--- src/rtl/alu_result_buffer.sv ---
// rtl/alu_result_buffer.sv - FIFO decoupling ALU results from register-file writeback
// Optional statistics counters are built when ALU_RESULT_STATS_EN is defined.
module alu_result_buffer #(
    parameter int DEPTH = 4
) (
    input  logic        clk,
    input  logic        rst,
    input  logic        flush,
    input  logic        in_valid,
    output logic        in_ready,
    input  logic [31:0] in_result,
    input  logic        in_zero,
    input  logic [3:0]  in_op,
    input  logic [4:0]  in_rd,
    output logic        out_valid,
    input  logic        out_ready,
    output logic [31:0] out_result,
    output logic        out_zero,
    output logic [3:0]  out_op,
    output logic [4:0]  out_rd,
    output logic [15:0] stat_zero_cnt,
    output logic [15:0] stat_total_cnt
);

    localparam int AW = $clog2(DEPTH);
    localparam int CW = AW + 1;

    logic [31:0]   mem_result_q [DEPTH];
    logic          mem_zero_q   [DEPTH];
    logic [3:0]    mem_op_q     [DEPTH];
    logic [4:0]    mem_rd_q     [DEPTH];

    logic [AW-1:0] wr_ptr_q, wr_ptr_d;
    logic [AW-1:0] rd_ptr_q, rd_ptr_d;
    logic [CW-1:0] count_q, count_d;
    logic          push, pop, push_kept;

    // Readiness is derived from registered count only, so a pop never opens a full buffer in the same cycle.
    assign in_ready  = (count_q != CW'(DEPTH));
    assign out_valid = (count_q != '0);
    assign push      = in_valid & in_ready;
    assign pop       = out_valid & out_ready;
    assign push_kept = push & ~flush;

    assign out_result = mem_result_q[rd_ptr_q];
    assign out_zero   = mem_zero_q[rd_ptr_q];
    assign out_op     = mem_op_q[rd_ptr_q];
    assign out_rd     = mem_rd_q[rd_ptr_q];

    always_comb begin
        wr_ptr_d = wr_ptr_q;
        rd_ptr_d = rd_ptr_q;
        count_d  = count_q;
        if (flush) begin
            wr_ptr_d = '0;
            rd_ptr_d = '0;
            count_d  = '0;
        end else begin
            if (push) wr_ptr_d = wr_ptr_q + AW'(1);
            if (pop)  rd_ptr_d = rd_ptr_q + AW'(1);
            case ({push, pop})
                2'b10:   count_d = count_q + CW'(1);
                2'b01:   count_d = count_q - CW'(1);
                default: count_d = count_q;
            endcase
        end
    end

    always_ff @(posedge clk or posedge rst) begin
        if (rst) begin
            wr_ptr_q <= '0;
            rd_ptr_q <= '0;
            count_q  <= '0;
        end else begin
            wr_ptr_q <= wr_ptr_d;
            rd_ptr_q <= rd_ptr_d;
            count_q  <= count_d;
        end
    end

    always_ff @(posedge clk or posedge rst) begin
        if (rst) begin
            for (int i = 0; i < DEPTH; i++) begin
                mem_result_q[i] <= '0;
                mem_zero_q[i]   <= 1'b0;
                mem_op_q[i]     <= '0;
                mem_rd_q[i]     <= '0;
            end
        end else if (push_kept) begin
            mem_result_q[wr_ptr_q] <= in_result;
            mem_zero_q[wr_ptr_q]   <= in_zero;
            mem_op_q[wr_ptr_q]     <= in_op;
            mem_rd_q[wr_ptr_q]     <= in_rd;
        end
    end

`ifdef ALU_RESULT_STATS_EN
    logic [15:0] stat_zero_q, stat_zero_d;
    logic [15:0] stat_total_q, stat_total_d;

    // Saturating counters; a push discarded by flush is not counted.
    always_comb begin
        stat_zero_d  = stat_zero_q;
        stat_total_d = stat_total_q;
        if (push_kept) begin
            if (stat_total_q != 16'hFFFF) stat_total_d = stat_total_q + 16'd1;
            if (in_zero && stat_zero_q != 16'hFFFF) stat_zero_d = stat_zero_q + 16'd1;
        end
    end

    always_ff @(posedge clk or posedge rst) begin
        if (rst) begin
            stat_zero_q  <= '0;
            stat_total_q <= '0;
        end else begin
            stat_zero_q  <= stat_zero_d;
            stat_total_q <= stat_total_d;
        end
    end

    assign stat_zero_cnt  = stat_zero_q;
    assign stat_total_cnt = stat_total_q;
`else
    assign stat_zero_cnt  = 16'h0000;
    assign stat_total_cnt = 16'h0000;
`endif

endmodule

--- config.mk ---
export PLATFORM = sky130hd
export DESIGN_NAME = alu_result_buffer
export DESIGN_NICKNAME = d
export VERILOG_FILES = /design/src/rtl/alu_result_buffer.sv
export SDC_FILE = /design/constraint.sdc
export NUM_CORES = 1
export LEC_CHECK = 0
export CAP_MARGIN = 5
export CORE_MARGIN = 4
export CORE_UTILIZATION = 45
export DETAILED_ROUTE_END_ITERATION = 16
export GPL_ROUTABILITY_DRIVEN = 0
export HOLD_SLACK_MARGIN = 0.1
export PLACE_DENSITY = 0.68
export SLEW_MARGIN = 20
export SYNTH_ARGS = -nofsm -noshare
export SYNTH_HDL_FRONTEND = slang
export SYNTH_SLANG_ARGS = --single-unit
--- constraint.sdc ---
create_clock -name clk -period 16.75 [get_ports clk]
set_clock_uncertainty 0.2 [all_clocks]
set_input_delay 5.025 -clock clk [delete_from_list [all_inputs] [get_ports clk]]
set_output_delay 5.025 -clock clk [all_outputs]
set_load 0.02 [all_outputs]
==> impl_summary.txt <==
----------------------------------------------------
[Place]
  Placed instance count ... ~830
  Post-DP HPWL ... 10.4 mm
  Placed instance area ... 9600 um2
  Number of port buffers ... 90

[Clock network]
  Deepest clock path buffer count ... 2
  Number of clock sinks seen by CTS ... about 180
  H-tree levels ... 4
  CTS tree ... built
  Skew-Pair Late Insertion Delay ... approximately 0.42 ns
  # hold bufs at CTS ... 0
  CTS root buf ... sky130_fd_sc_hd__clkbuf_16
  Buffer count from post-CTS setup fixing ... 0
  CTS Buf Count ... 17
  Number of cells upsized or downsized after cts ... 0
  Clock-pin slew of the registers on the worst-case setup and hold paths ... 0.06 ns

[Timing]
  Post-route setup TNS ... 0 ns
  Number of max-slew violations in the final report ... 0
  RSZ-0062 raised after global routing ... no
  Share of the clock period used by the worst path after layout ... 47.4%
  Highest achievable clock rate ... 126 MHz
  Minimum clock period ... approximately 8 ns
  Worst-margin pin slew ... about 0.96 ns
  Max_slew headroom ... 36.0%
  Number of endpoints failing setup at the final stage ... 0
  Final hold vios ... 0

[Layout]
  Fraction of layout cells with a size suffix above 1 ... 42.2%
  Diode count ... 0
  Final core utilization ... 52.6%
  Final standard cell count with taps included and fillers excluded ... 860
  P&R area growth vs syn ... 15.3%
  Finished Cell Area ... 10200 um2
  Final Net Count ... 634

[Pwr]
  Fraction of power spent switching nets ... 27.5%
  Clk pwr share ... 24.7%
  Internal Dissipation ... between 1 and 1.5 mW
  Total leakage power ... approximately 5 nW
  Switching pwr ... about 450 uW
  Power per cell area ... about 160 nW/um2
  Overall power of the completed layout ... 1.65 mW
  Combinational cell fraction of total power ... 34.0%
  Worst supply voltage drop on vdd ... 0.0682 mV
  Sequential fraction of design power ... 41.3%

[Global routing]
  Antenna violations before repair ... 1
  Combined global-route utilization of all metal layers ... 16.5%
  Pin count of the biggest net entering global routing ... 105
  Via count of the first global-routing pass ... 4979
  Aggregate global routing overflow ... 0
  Wire length of the first global-routing pass ... 28.1 mm

[Routing]
  Post-detailed-route count of antenna-violating nets ... 0
  Iter 0 DRT Violations ... 236
  Average wire per cell in the routed design ... 20.1 um
  Total Routed Length ... roughly 17 mm
  First-pass iteration count of the detailed router ... 4
  Count of unresolved DRC violations after routing ... 0
  DR vias ... 4381
  Number of vias per cell ... roughly 5.1

[Die]
  Initial core utilization ... 45.6%
  DIE WIDTH ... roughly 150 um
  # rows ... 51
  Overall die area ... 22000 um2
  Height of the die ... ~150 um
  Core Area ... 19400 um2
  Count of pins on the block boundary ... 123

[Run status]
  Result of the run ... finished clean

[Logic synthesis]
  Seq/Total Area, Yosys ... ~49%
  Count of synthesis-stage warnings from yosys ... 0
  Avg Cell Area, Syn ... ~18 um2
  FF+latch count, synth ... 175
  Number of distinct library cells after synthesis ... 36
  Post-Synthesis Cells ... 502
  Summed instance area of the synthesized netlist ... 8850 um2

[Worst setup path]
  Data arrival time of the worst path ... 2.72 ns
  CP Launch Type ... flip-flop
  R2R Setup Slk ... 14.11 ns
  Type of the worst setup path ... reg -> out
  Req. time, crit path ... between 10 and 15 ns
  Worst-path fanout max ... 44
  Capturing element type of the critical path ... output port

[Worst hold path]
  Worst hold path type ... reg -> reg

[Run]
  Max-cap viol count ... 0

----------------------------------------------------
## area by class of cell
type	count	area [um2]
fillers	1613	9190
inverters	3	16.3
clock inverters	11	165
well taps	265	332
flip-flops and latches	175	4380
multi-input cells	293	3950
repair buffers	92	916
clock buffers	21	440
## metal layers
layer,share of wire [%],GRT usage [%],vias up
met5,0.075,0,-
met2,50,27.2,85
met3,4.1,4.54,17
li1,-,-,1918
met4,1.1,3.83,2
met1,45,22.0,2359
## registers in the layout, indices dropped and copies added, names as in the netlist
name	count
count_q	3
mem_op_q	16
mem_rd_q	20
mem_result_q	128
mem_zero_q	4
rd_ptr_q	2
wr_ptr_q	2
## critical path, cell delays in order (launching register included)
cell                              delay [ns]
sky130_fd_sc_hd__dfrtp_4                1.05
sky130_fd_sc_hd__mux4_2                 0.65
sky130_fd_sc_hd__clkdlybuf4s50_1        0.57
## cell usage in the layout, fill, tap and decap left out, drive strengths merged, types with 3 or more instances in the layout
master | Yosys | final
dfrtp | 175 | 175
mux2 | 168 | 168
clkdlybuf4s50 | 0 | 90
mux4 | 42 | 42
conb | 1 | 32
clkbuf | 8 | 21
nand2 | 10 | 10
nor2 | 8 | 8
clkinv | 0 | 6
nand3 | 5 | 5
ha | 4 | 4
bufinv | 0 | 4
o21ai | 3 | 3
inv | 3 | 3
## final timing paths
check / startpoint / to / depth (start not counted)
worst max-delay path: rd_ptr_q[0]$_DFFE_PP0P_ / out_op[2] / 2
worst min-delay path: mem_result_q[64]$_DFFE_PP0P_ / mem_result_q[64]$_DFFE_PP0P_ / 1
worst max register to register: count_q[0]$_DFFE_PP0P_ / mem_rd_q[7]$_DFFE_PP0P_ / 4
worst min register to register: mem_result_q[64]$_DFFE_PP0P_ / mem_result_q[64]$_DFFE_PP0P_ / 1
max in group asynchronous: rst / mem_result_q[89]$_DFFE_PP0P_ / 3
min in group asynchronous: rst / mem_result_q[100]$_DFFE_PP0P_ / 2
## cell usage after synthesis
cell	number	area share [%]
sky130_fd_sc_hd__or3b_2	1	0.099
sky130_fd_sc_hd__or3b_4	1	0.13
sky130_fd_sc_hd__xor2_1	2	0.20
sky130_fd_sc_hd__o21ai_0	3	0.17
sky130_fd_sc_hd__o21bai_1	1	0.085
sky130_fd_sc_hd__clkbuf_1	8	0.34
sky130_fd_sc_hd__nand3_1	5	0.28
sky130_fd_sc_hd__conb_1	1	0.042
sky130_fd_sc_hd__a41oi_1	1	0.099
sky130_fd_sc_hd__fa_1	1	0.23
sky130_fd_sc_hd__a21oi_1	2	0.11
sky130_fd_sc_hd__inv_1	3	0.13
sky130_fd_sc_hd__and3b_1	1	0.099
sky130_fd_sc_hd__or3_2	1	0.085
sky130_fd_sc_hd__and3_1	1	0.071
sky130_fd_sc_hd__buf_4	32	2.7
sky130_fd_sc_hd__ha_1	4	0.57
sky130_fd_sc_hd__dfrtp_1	175	49
sky130_fd_sc_hd__or3_1	1	0.071
sky130_fd_sc_hd__buf_2	4	0.23
sky130_fd_sc_hd__and2b_2	1	0.099
sky130_fd_sc_hd__xnor2_1	2	0.20
sky130_fd_sc_hd__nand2b_1	1	0.071
sky130_fd_sc_hd__buf_1	1	0.042
sky130_fd_sc_hd__buf_12	16	3.6
sky130_fd_sc_hd__mux2_4	160	27
sky130_fd_sc_hd__a31oi_1	1	0.071
sky130_fd_sc_hd__nand2_1	6	0.25
sky130_fd_sc_hd__buf_6	1	0.13
sky130_fd_sc_hd__nand2_8	4	0.90
sky130_fd_sc_hd__nor3_1	1	0.056
sky130_fd_sc_hd__mux4_2	42	11
sky130_fd_sc_hd__mux2_2	8	1.0
sky130_fd_sc_hd__o221ai_1	1	0.099
sky130_fd_sc_hd__a211oi_1	1	0.085
sky130_fd_sc_hd__nor2_1	8	0.34
## power by group through the flow
stage | registers, mW | clock network, mW | logic (mW)
floorplan | 0.639 | 0 | 0.442
global placement | 0.674 | 0 | 0.553
detailed placement | 0.686 | 0 | 0.566
CTS | 0.683 | 0.419 | 0.570
global route | 0.703 | 0.439 | 0.594
finish | 0.682 | 0.409 | 0.562
## cells by family (layout without fill, tap and decap cells)
logic type,Yosys count,count (layout),synth area share (%)
other,1,32,0.0424
xor gates and xnor gates,4,4,0.396
and+or+nand+nor,32,32,2.56
buffers and inverters,65,127,7.19
DFF,175,175,49.5
muxes,210,210,38.8
adders and majority gates,5,5,0.791
AOI/OAI and AO/OA,10,10,0.721
## metrics by stage
step	hold slack, ns	setup WS (ns)
after floorplan	0.274	6.78
after global placement	0.284	9.13
after detailed placement	0.291	9.07
after CTS	0.307	8.70
after global routing	0.317	8.62
final	0.304	8.81
(Power assumes the default switching activity.)
